$ cat src/rtl/path_pulse_filter_if.sv
// Signal bundle for one delayed specify path: source-side inputs and the
// filtered, delayed outputs seen by downstream timing-check logic.
interface path_pulse_filter_if;
  logic in_sig;
  logic ondetect;
  logic out_sig;
  logic out_err;
  logic cancel_pulse;
  logic busy;

  modport master (
    output in_sig,
    output ondetect,
    input  out_sig,
    input  out_err,
    input  cancel_pulse,
    input  busy
  );

  modport slave (
    input  in_sig,
    input  ondetect,
    output out_sig,
    output out_err,
    output cancel_pulse,
    output busy
  );
endinterface

$ cat src/rtl/path_pulse_filter.sv
// Cycle-based single specify path (in => out) with separate rise/fall delays,
// inertial pulse rejection and ondetect/onevent showcancelled error marking.
module path_pulse_filter #(
  parameter int RISE_DLY   = 4,
  parameter int FALL_DLY   = 6,
  parameter int REJECT_LIM = 2,
  parameter int CNT_W      = 8
) (
  input logic clk,
  input logic rst,
  path_pulse_filter_if.slave pif
);

  typedef enum logic [1:0] {
    IDLE     = 2'd0,
    PEND     = 2'd1,
    ERR_WAIT = 2'd2,
    ERR      = 2'd3
  } state_e;

  localparam logic [CNT_W-1:0] RISE_C = CNT_W'(RISE_DLY);
  localparam logic [CNT_W-1:0] FALL_C = CNT_W'(FALL_DLY);
  localparam logic [CNT_W-1:0] REJ_C  = CNT_W'(REJECT_LIM);
  localparam logic [CNT_W-1:0] ONE_C  = CNT_W'(1);

  state_e           state_q, state_d;
  logic [CNT_W-1:0] cnt_q, cnt_d;
  logic [CNT_W-1:0] clr_q, clr_d;
  logic             tgt_q, tgt_d;
  logic             mode_q, mode_d;
  logic             out_sig_q, out_sig_d;
  logic             out_err_q, out_err_d;
  logic             cancel_q, cancel_d;

  function automatic logic [CNT_W-1:0] dly(input logic v);
    return v ? RISE_C : FALL_C;
  endfunction

  always_ff @(posedge clk) begin
    if (rst) begin
      state_q   <= IDLE;
      cnt_q     <= '0;
      clr_q     <= '0;
      tgt_q     <= 1'b0;
      mode_q    <= 1'b0;
      out_sig_q <= 1'b0;
      out_err_q <= 1'b0;
      cancel_q  <= 1'b0;
    end else begin
      state_q   <= state_d;
      cnt_q     <= cnt_d;
      clr_q     <= clr_d;
      tgt_q     <= tgt_d;
      mode_q    <= mode_d;
      out_sig_q <= out_sig_d;
      out_err_q <= out_err_d;
      cancel_q  <= cancel_d;
    end
  end

  // cnt tracks edges elapsed since the leading transition was sampled.
  always_comb begin
    state_d   = state_q;
    cnt_d     = cnt_q;
    clr_d     = clr_q;
    tgt_d     = tgt_q;
    mode_d    = mode_q;
    out_sig_d = out_sig_q;
    out_err_d = out_err_q;
    cancel_d  = 1'b0;
    case (state_q)
      IDLE: begin
        if (pif.in_sig != out_sig_q) begin
          tgt_d   = pif.in_sig;
          mode_d  = pif.ondetect;
          cnt_d   = ONE_C;
          state_d = PEND;
        end
      end
      PEND: begin
        if (pif.in_sig == tgt_q) begin
          if (cnt_q == dly(tgt_q)) begin
            out_sig_d = tgt_q;
            state_d   = IDLE;
          end else begin
            cnt_d = cnt_q + ONE_C;
          end
        end else if ((REJECT_LIM != 0) && (cnt_q < REJ_C)) begin
          cancel_d = 1'b1;
          state_d  = IDLE;
        end else if (mode_q) begin
          out_err_d = 1'b1;
          clr_d     = cnt_q + dly(out_sig_q);
          cnt_d     = cnt_q + ONE_C;
          state_d   = ERR;
        end else if ((cnt_q + dly(out_sig_q)) <= dly(tgt_q)) begin
          cancel_d = 1'b1;
          state_d  = IDLE;
        end else begin
          clr_d   = cnt_q + dly(out_sig_q);
          cnt_d   = cnt_q + ONE_C;
          state_d = ERR_WAIT;
        end
      end
      // >= rather than == so a pulse reverting exactly at maturity still exits.
      ERR_WAIT: begin
        cnt_d = cnt_q + ONE_C;
        if (cnt_q >= dly(tgt_q)) begin
          out_err_d = 1'b1;
          state_d   = ERR;
        end
      end
      ERR: begin
        cnt_d = cnt_q + ONE_C;
        if (cnt_q >= clr_q) begin
          out_err_d = 1'b0;
          state_d   = IDLE;
        end
      end
      default: state_d = IDLE;
    endcase
  end

  always_comb begin
    pif.out_sig      = out_sig_q;
    pif.out_err      = out_err_q;
    pif.cancel_pulse = cancel_q;
    pif.busy         = (state_q != IDLE);
  end

endmodule

$ cat src/flat_wrapper.sv
// flat-port wrapper written by rule: the top's interface ports become plain ports
module path_pulse_filter_flat 
#(
  parameter int RISE_DLY   = 4,
  parameter int FALL_DLY   = 6,
  parameter int REJECT_LIM = 2,
  parameter int CNT_W      = 8
)
  (clk, rst, pif_in_sig, pif_ondetect, pif_out_sig, pif_out_err, pif_cancel_pulse, pif_busy);
  path_pulse_filter_if pif_i ();
  input logic clk;
  input logic rst;
  input wire logic [$bits(pif_i.in_sig)-1:0] pif_in_sig;
  input wire logic [$bits(pif_i.ondetect)-1:0] pif_ondetect;
  output wire logic [$bits(pif_i.out_sig)-1:0] pif_out_sig;
  output wire logic [$bits(pif_i.out_err)-1:0] pif_out_err;
  output wire logic [$bits(pif_i.cancel_pulse)-1:0] pif_cancel_pulse;
  output wire logic [$bits(pif_i.busy)-1:0] pif_busy;
  assign pif_i.in_sig = pif_in_sig;
  assign pif_i.ondetect = pif_ondetect;
  assign pif_out_sig = pif_i.out_sig;
  assign pif_out_err = pif_i.out_err;
  assign pif_cancel_pulse = pif_i.cancel_pulse;
  assign pif_busy = pif_i.busy;
  path_pulse_filter #(.RISE_DLY(RISE_DLY), .FALL_DLY(FALL_DLY), .REJECT_LIM(REJECT_LIM), .CNT_W(CNT_W)) u_core (.clk(clk), .rst(rst), .pif(pif_i));
endmodule
$ cat config.mk
export PLATFORM = sky130hd
export DESIGN_NAME = path_pulse_filter_flat
export DESIGN_NICKNAME = d
export VERILOG_FILES = /design/src/rtl/path_pulse_filter_if.sv /design/src/rtl/path_pulse_filter.sv /design/src/flat_wrapper.sv
export SDC_FILE = /design/constraint.sdc
export NUM_CORES = 1
export LEC_CHECK = 0
export CAP_MARGIN = 5
export CELL_PAD_IN_SITES_DETAIL_PLACEMENT = 1
export CELL_PAD_IN_SITES_GLOBAL_PLACEMENT = 1
export CORE_MARGIN = 10
export CORE_UTILIZATION = 44
export CTS_CLUSTER_SIZE = 20
export DETAILED_ROUTE_END_ITERATION = 10
export HOLD_SLACK_MARGIN = 0.02
export PLACE_DENSITY_LB_ADDON = 0.3
export SYNTH_ARGS = -nofsm -noshare
export SYNTH_HDL_FRONTEND = slang
export SYNTH_SLANG_ARGS = --single-unit
$ cat constraint.sdc
create_clock -name clk -period 3.7 [get_ports clk]
set_input_delay 0.74 -clock clk [delete_from_list [all_inputs] [get_ports clk]]
set_output_delay 0.74 -clock clk [all_outputs]
set_load 0.02 [all_outputs]
==> results of run 1 <==
routing by layer:
metal	part of all wire (%)	track usage [%]	wire length, um
met4	2.1	5.197	89
met3	3.0	2.365	132
met5	0	0	0
met1	44	17.13	1912
met2	51	25.69	2207
where the power goes:
part	switching, W	internal (W)	leakage [nW]	total (W)
clock network	0.0000849	0.0000406	0.0177	0.000126
registers	0.0000158	0.000258	0.186	0.000274
logic	0.0000985	0.0000615	0.421	0.000160
total	0.000199	0.000360	0.625	0.000560
per-stage QoR:
| step | total power [W] | instances |
|---|---|---|
| after floorplan | 0.0003926 | 193 |
| after global placement | 0.0004252 | 240 |
| after detailed placement | 0.0004367 | 240 |
| after CTS | 0.0005611 | 244 |
| after global routing | 0.0005901 | 244 |
| final | 0.0005595 | 244 |
registers in the layout, summed over array words and instances (netlist names), named ones only:
register	count
u_core.clr_q	8
u_core.pif.cancel_pulse	1
u_core.pif.out_err	1
u_core.cnt_q	8
u_core.mode_q	1
u_core.tgt_q	1
u_core.state_q	1
u_core.pif.out_sig	1
cells by family (layout without fill, tap and decap cells):
logic type / count (synthesis) / after routing / share of synthesized area (%)
adders and majority gates: 14 / 14 / 11.28
xor gates and xnor gates: 10 / 10 / 6.125
AOI/OAI and AO/OA: 50 / 50 / 23.13
DFF: 23 / 23 / 29.65
buffers and inverters: 28 / 33 / 7.655
muxes: 3 / 3 / 1.934
and+or+nand+nor: 65 / 65 / 20.23
worst register-to-register path, stage by stage, from the launching register on:
cell and delay (ps):
dfxtp_1 640, inv_1 240, ha_1 310, xnor2_1 150, a2bb2oi_1 310, a2111oi_4 110
a311o_1 410, or4_1 550, a21oi_1 170
final cells by class:
type	instances	area, um2	area share (%)
clock inverters	1	5.005	0.2981
clock buffers	3	22.52	1.341
repair buffers	9	85.08	5.067
inverters	20	75.07	4.471
multi-input cells	142	973.4	57.97
well taps	46	57.56	3.428
flip-flops and latches	23	460.4	27.42
cells in the mapped netlist, types with 2 or more instances:
cell | n | share of area [%]
xnor2_1 | 6 | 3.4
inv_1 | 20 | 4.8
nor4_1 | 2 | 0.81
nor2b_1 | 2 | 0.81
nor2_1 | 23 | 5.6
o31ai_1 | 2 | 0.97
or4_1 | 2 | 0.97
nand3b_1 | 2 | 0.97
a311oi_1 | 2 | 1.1
nor3_1 | 4 | 1.3
nand4_1 | 2 | 0.81
nand2_1 | 13 | 3.1
o21ai_0 | 10 | 3.2
nand3_1 | 6 | 1.9
xor2_1 | 3 | 1.7
clkbuf_1 | 2 | 0.48
dfxtp_1 | 23 | 30
mux2i_1 | 3 | 1.9
ha_1 | 14 | 11
buf_2 | 5 | 1.6
a21oi_1 | 14 | 4.5
a211oi_1 | 8 | 3.9
or3_1 | 3 | 1.2
worst min path at each step:
stage,start,end,slack [ps]
2_1_floorplan,u_core.clr_q[1],u_core.clr_q[1],460
3_3_place_gp,u_core.pif.out_err,u_core.pif.out_err,470
3_5_place_dp,u_core.clr_q[3],u_core.clr_q[3],500
4_1_cts,u_core.clr_q[5],u_core.clr_q[5],520
5_1_grt,u_core.clr_q[5],u_core.clr_q[5],530
6_report,u_core.clr_q[7],u_core.clr_q[7],510
==> impl_metrics.toml, run 1 <==
[worst_setup_path]
reg2reg_slack_ps = 770
r2r_start = "u_core.cnt_q[2]"
path_cells = "inv_1, ha_1, xnor2_1, a2bb2oi_1, a2111oi_4, a311o_1, or4_1, a21oi_1"
end_kind = "flip-flop"
startpoint_type = "flip-flop"
cp.arrival_ps = 3200
crit_required_ps = 3970
critPathMaxStageDelay_ps = 640
path_class = "flip-flop to flip-flop"
crit_path_end = "u_core.cnt_q[7]"
timing.rr.end = "u_core.cnt_q[7]"
critical_path.startpoint = "u_core.cnt_q[2]"
critPathSlowestCell = "dfxtp_1"
path_buf_inv = 1
crit_fanout = 13
crit_cells = 8
critical_path.top_delay_family = "compound AO/OA/AOI/OAI gates"
rr_worst_depth = 8

[finish]
antennaDiodeCount = 0
post-route-util_pct = 49.93
drive_gt1_share_pct = 5.556
fin_nets = 217
stdcell_area_um2 = 1679
most-common-layout-cells = "nor2_1, dfxtp_1, inv_1, a21oi_1, ha_1"
fillers = 443
syn2layout_area_growth_pct = 8.139

[placement]
globalplace.congestion = 0.8599
pre_cts_ws_ps = 553.0
dpl_cell_area_um2 = 1652
portBuffers = 7
dp_hpwl_um = 3472

[cts]
cts.hold.buffers_added = 0
clk_latency_ps = 330
clk_pin_slew_ps = 150
clockBufferDepth = 2
postCtsSetupBuffers = 0
tritoncts = "yes"
cts.sinks = 23
cts_root_buf = "clkbuf_4"
cts_resized = 0
htreeDepth = 1
cts_buffers = 3

[synthesis]
netlist_area_um2 = 1553
synth_fp_nets = 211
synth_edf_count = 0
yosysWarnings = 0
syn_inst = 193
ys_async_sr_fraction_pct = 0
synth_ff_type = "dfxtp_1"
yosysUniqueCellTypes = 45
syn_area_per_cell_um2 = 8.045
ys_ff_latch = 23
seq_area_frac_synth_pct = 29.65

[pwr]
total_leakage_power_nw = 0.6254
peakVddDrop_uv = 151.2
power.density_nw_per_um2 = 333.2

[floorplanning]
rows = 21
core_um2 = 3363
die_area_um2 = 6305
num_io_pins = 8
die-width_um = 79.41
start_util_pct = 46.17
die_y_um = 79.41

[detailed_routing]
post_drt_wl_per_cell_um = 17.79
ant_nets = 0
routed_wl_um = 4341
drt_pre_antenna_iters = 4
vias = 1429
route.detailed.drc = 0
first_iter_violations = 133
viasPerCell = 5.857

[global_routing]
grt_pass1_wl_um = 7376
antenna_found_initial = 0
grt_util_all_layers_pct = 14.52
grt_start_max_net_pins = 16
grt_overflow = 0
grt_pass1_vias = 1502

[worst_hold_path]
hold_class = "flip-flop to flip-flop"
holdPathStages = 2

[sta]
hold_viol_final = 0
fin_skew_ps = 15.00
setup_viol = 0
timing.hold.ws_ps = 514.8
tns_ps = 0
worstMarginPinSlew_ps = 605.8
max_slew_margin_pct = 59.34
setup_slack_ps = 765.3
slew_viol_final = 0
clock.fmax_mhz = 340.8
period_minus_slack_ps = 2935
rsz0062_at_grt = "false"
period_share_pct = 79.32

[outcome]
status = "completed"

[run]
cap_violations = 0
No activity file was read; power rests on OpenSTA's default activity.
==> inputs of run 2 (changes only) <==
--- a/config.mk
+++ b/config.mk
@@ -9,7 +9,7 @@
 export CELL_PAD_IN_SITES_DETAIL_PLACEMENT = 1
 export CELL_PAD_IN_SITES_GLOBAL_PLACEMENT = 1
 export CORE_MARGIN = 10
-export CORE_UTILIZATION = 44
+export CORE_UTILIZATION = 40
 export CTS_CLUSTER_SIZE = 20
 export DETAILED_ROUTE_END_ITERATION = 10
 export HOLD_SLACK_MARGIN = 0.02
==> constraint.sdc (replaced) <==
create_clock -name clk -period 2.55 [get_ports clk]
set_input_delay 0.51 -clock clk [delete_from_list [all_inputs] [get_ports clk]]
set_output_delay 0.51 -clock clk [all_outputs]
set_load 0.02 [all_outputs]
==> run 2 against run 1 <==
Wire length increased by 14%. Via count increased by 6.4%. Die area increased by 7.4%. Largest cell class unchanged. Core utilization increased by 2.2 points.
==> impl_metrics.toml, run 2 (same netlist as run 1, synthesis figures left out) <==
[global_routing]
grt_start_max_net_pins = 16
grt_pass1_vias = 1672
grt_overflow = 0
antenna_found_initial = 0
grt_util_all_layers_pct = 14.83
grt_pass1_wl_um = 7997

[sta]
fin_skew_ps = 3.609
period_minus_slack_ps = 2470
max_slew_margin_pct = 61.54
slew_viol_final = 0
setup_slack_ps = 80.26
tns_ps = 0
hold_viol_final = 0
setup_viol = 0
period_share_pct = 96.85
timing.hold.ws_ps = 511.2
worstMarginPinSlew_ps = 571.6
clock.fmax_mhz = 404.9

[detailed_routing]
ant_nets = 0
routed_wl_um = 4948
post_drt_wl_per_cell_um = 18.74
viasPerCell = 5.758
first_iter_violations = 60
route.detailed.drc = 0
drt_pre_antenna_iters = 4
vias = 1520

[floorplanning]
die-width_um = 82.31
rows = 22
die_y_um = 82.31
num_io_pins = 8
start_util_pct = 41.78
core_um2 = 3716
die_area_um2 = 6774

[cts]
cts_buffers = 3
cts.sinks = 23
clk_latency_ps = 270
htreeDepth = 1
cts.hold.buffers_added = 0
clk_pin_slew_ps = 90
tritoncts = "yes"
cts_root_buf = "clkbuf_8"
clockBufferDepth = 2

[pwr]
total_leakage_power_nw = 0.7445
p_total_w = 0.0009478
peakVddDrop_uv = 363.7
power.density_nw_per_um2 = 489.0

[placement]
globalplace.congestion = 0.8142
portBuffers = 7
dp_hpwl_um = 3638
pre_cts_ws_ps = -189.6

[finish]
final_common_cell = "nor2_1"
drive_gt1_share_pct = 21.76
fin_nets = 235
top_regs = "u_core.clr_q x8, u_core.cnt_q x8"
most-common-layout-cells = "nor2_1, dfxtp_1, buf_4, inv_1, nand2_1"
post-route-util_pct = 52.15
fillers = 462
antennaDiodeCount = 0
final-seq-area_um2 = 462.9
multiInputGateArea_um2 = 1071
syn2layout_area_growth_pct = 24.82

[run]
cap_violations = 0

[worst_setup_path]
end_kind = "flip-flop"
crit_required_ps = 2750
path_class = "flip-flop to flip-flop"
startpoint_type = "flip-flop"
crit_fanout = 8
cp.arrival_ps = 2670

[worst_hold_path]
hold_class = "flip-flop to flip-flop"

[outcome]
status = "completed"
## run 2: cell count changes in the layout (fill, tap and decap cells not counted), moves of 3 or more
cell	delta
ha_1	-3
clkbuf_8	+3
a21oi_2	+3
buf_4	+17
a21oi_1	-3
ha_4	+3
clkbuf_4	-3
## run 2: worst max-delay path: stages, from the launching register on
cell and delay, ps:
dfxtp_2 370, buf_4 170, inv_1 60, ha_1 290, nand3b_1 130, nor3_1 50, o21a_1 200, a311o_2 430
or4_4 540, a21oi_2 150
## run 2: area by class of cell
cell class	instances	area share, %
Clock buffer	4	2.324
Inverter	20	3.873
Multi-Input combinational cell	142	55.26
Sequential cell	23	23.89
Tap cell	48	3.099
Timing Repair Buffer	27	11.56
## run 2: final timing paths
kind,from,endpoint,slack [ps],cells after the start
max,u_core.cnt_q[1],u_core.cnt_q[7],80,9
min,u_core.clr_q[7],u_core.clr_q[7],510,2
max reg2reg,u_core.cnt_q[1],u_core.cnt_q[7],80,9
min reg2reg,u_core.clr_q[7],u_core.clr_q[7],510,2
## run 2: per-layer routing
metal | GRT usage, % | routed length [um] | vias up
met5 | 0 | 0 | -
met4 | 2.721 | 22 | 0
met3 | 2.808 | 122 | 2
met2 | 28.07 | 2651 | 21
met1 | 16.80 | 2152 | 766
li1 | - | - | 731
## run 2: metrics by stage
step,area [um2],cells
after floorplan,1559,193
after global placement,1788,259
after detailed placement,1788,259
after CTS,1876,263
after global routing,1938,264
final,1938,264
## run 2: repair_timing
| item | 4_1_cts | 5_1_grt |
|---|---|---|
| setup endpoints to repair | 13 | 15 |
| gates resized for setup | 9 | 12 |
| buffers inserted | 0 | 1 |
| pin swaps | 6 | 7 |
## run 2: power breakdown
group	internal [W]	leakage (nW)	total (W)	switching [W]
clock network	0.000112	0.0228	0.000238	0.000126
registers	0.000375	0.187	0.000393	0.0000179
logic	0.000143	0.534	0.000317	0.000174
total	0.000630	0.744	0.000948	0.000318
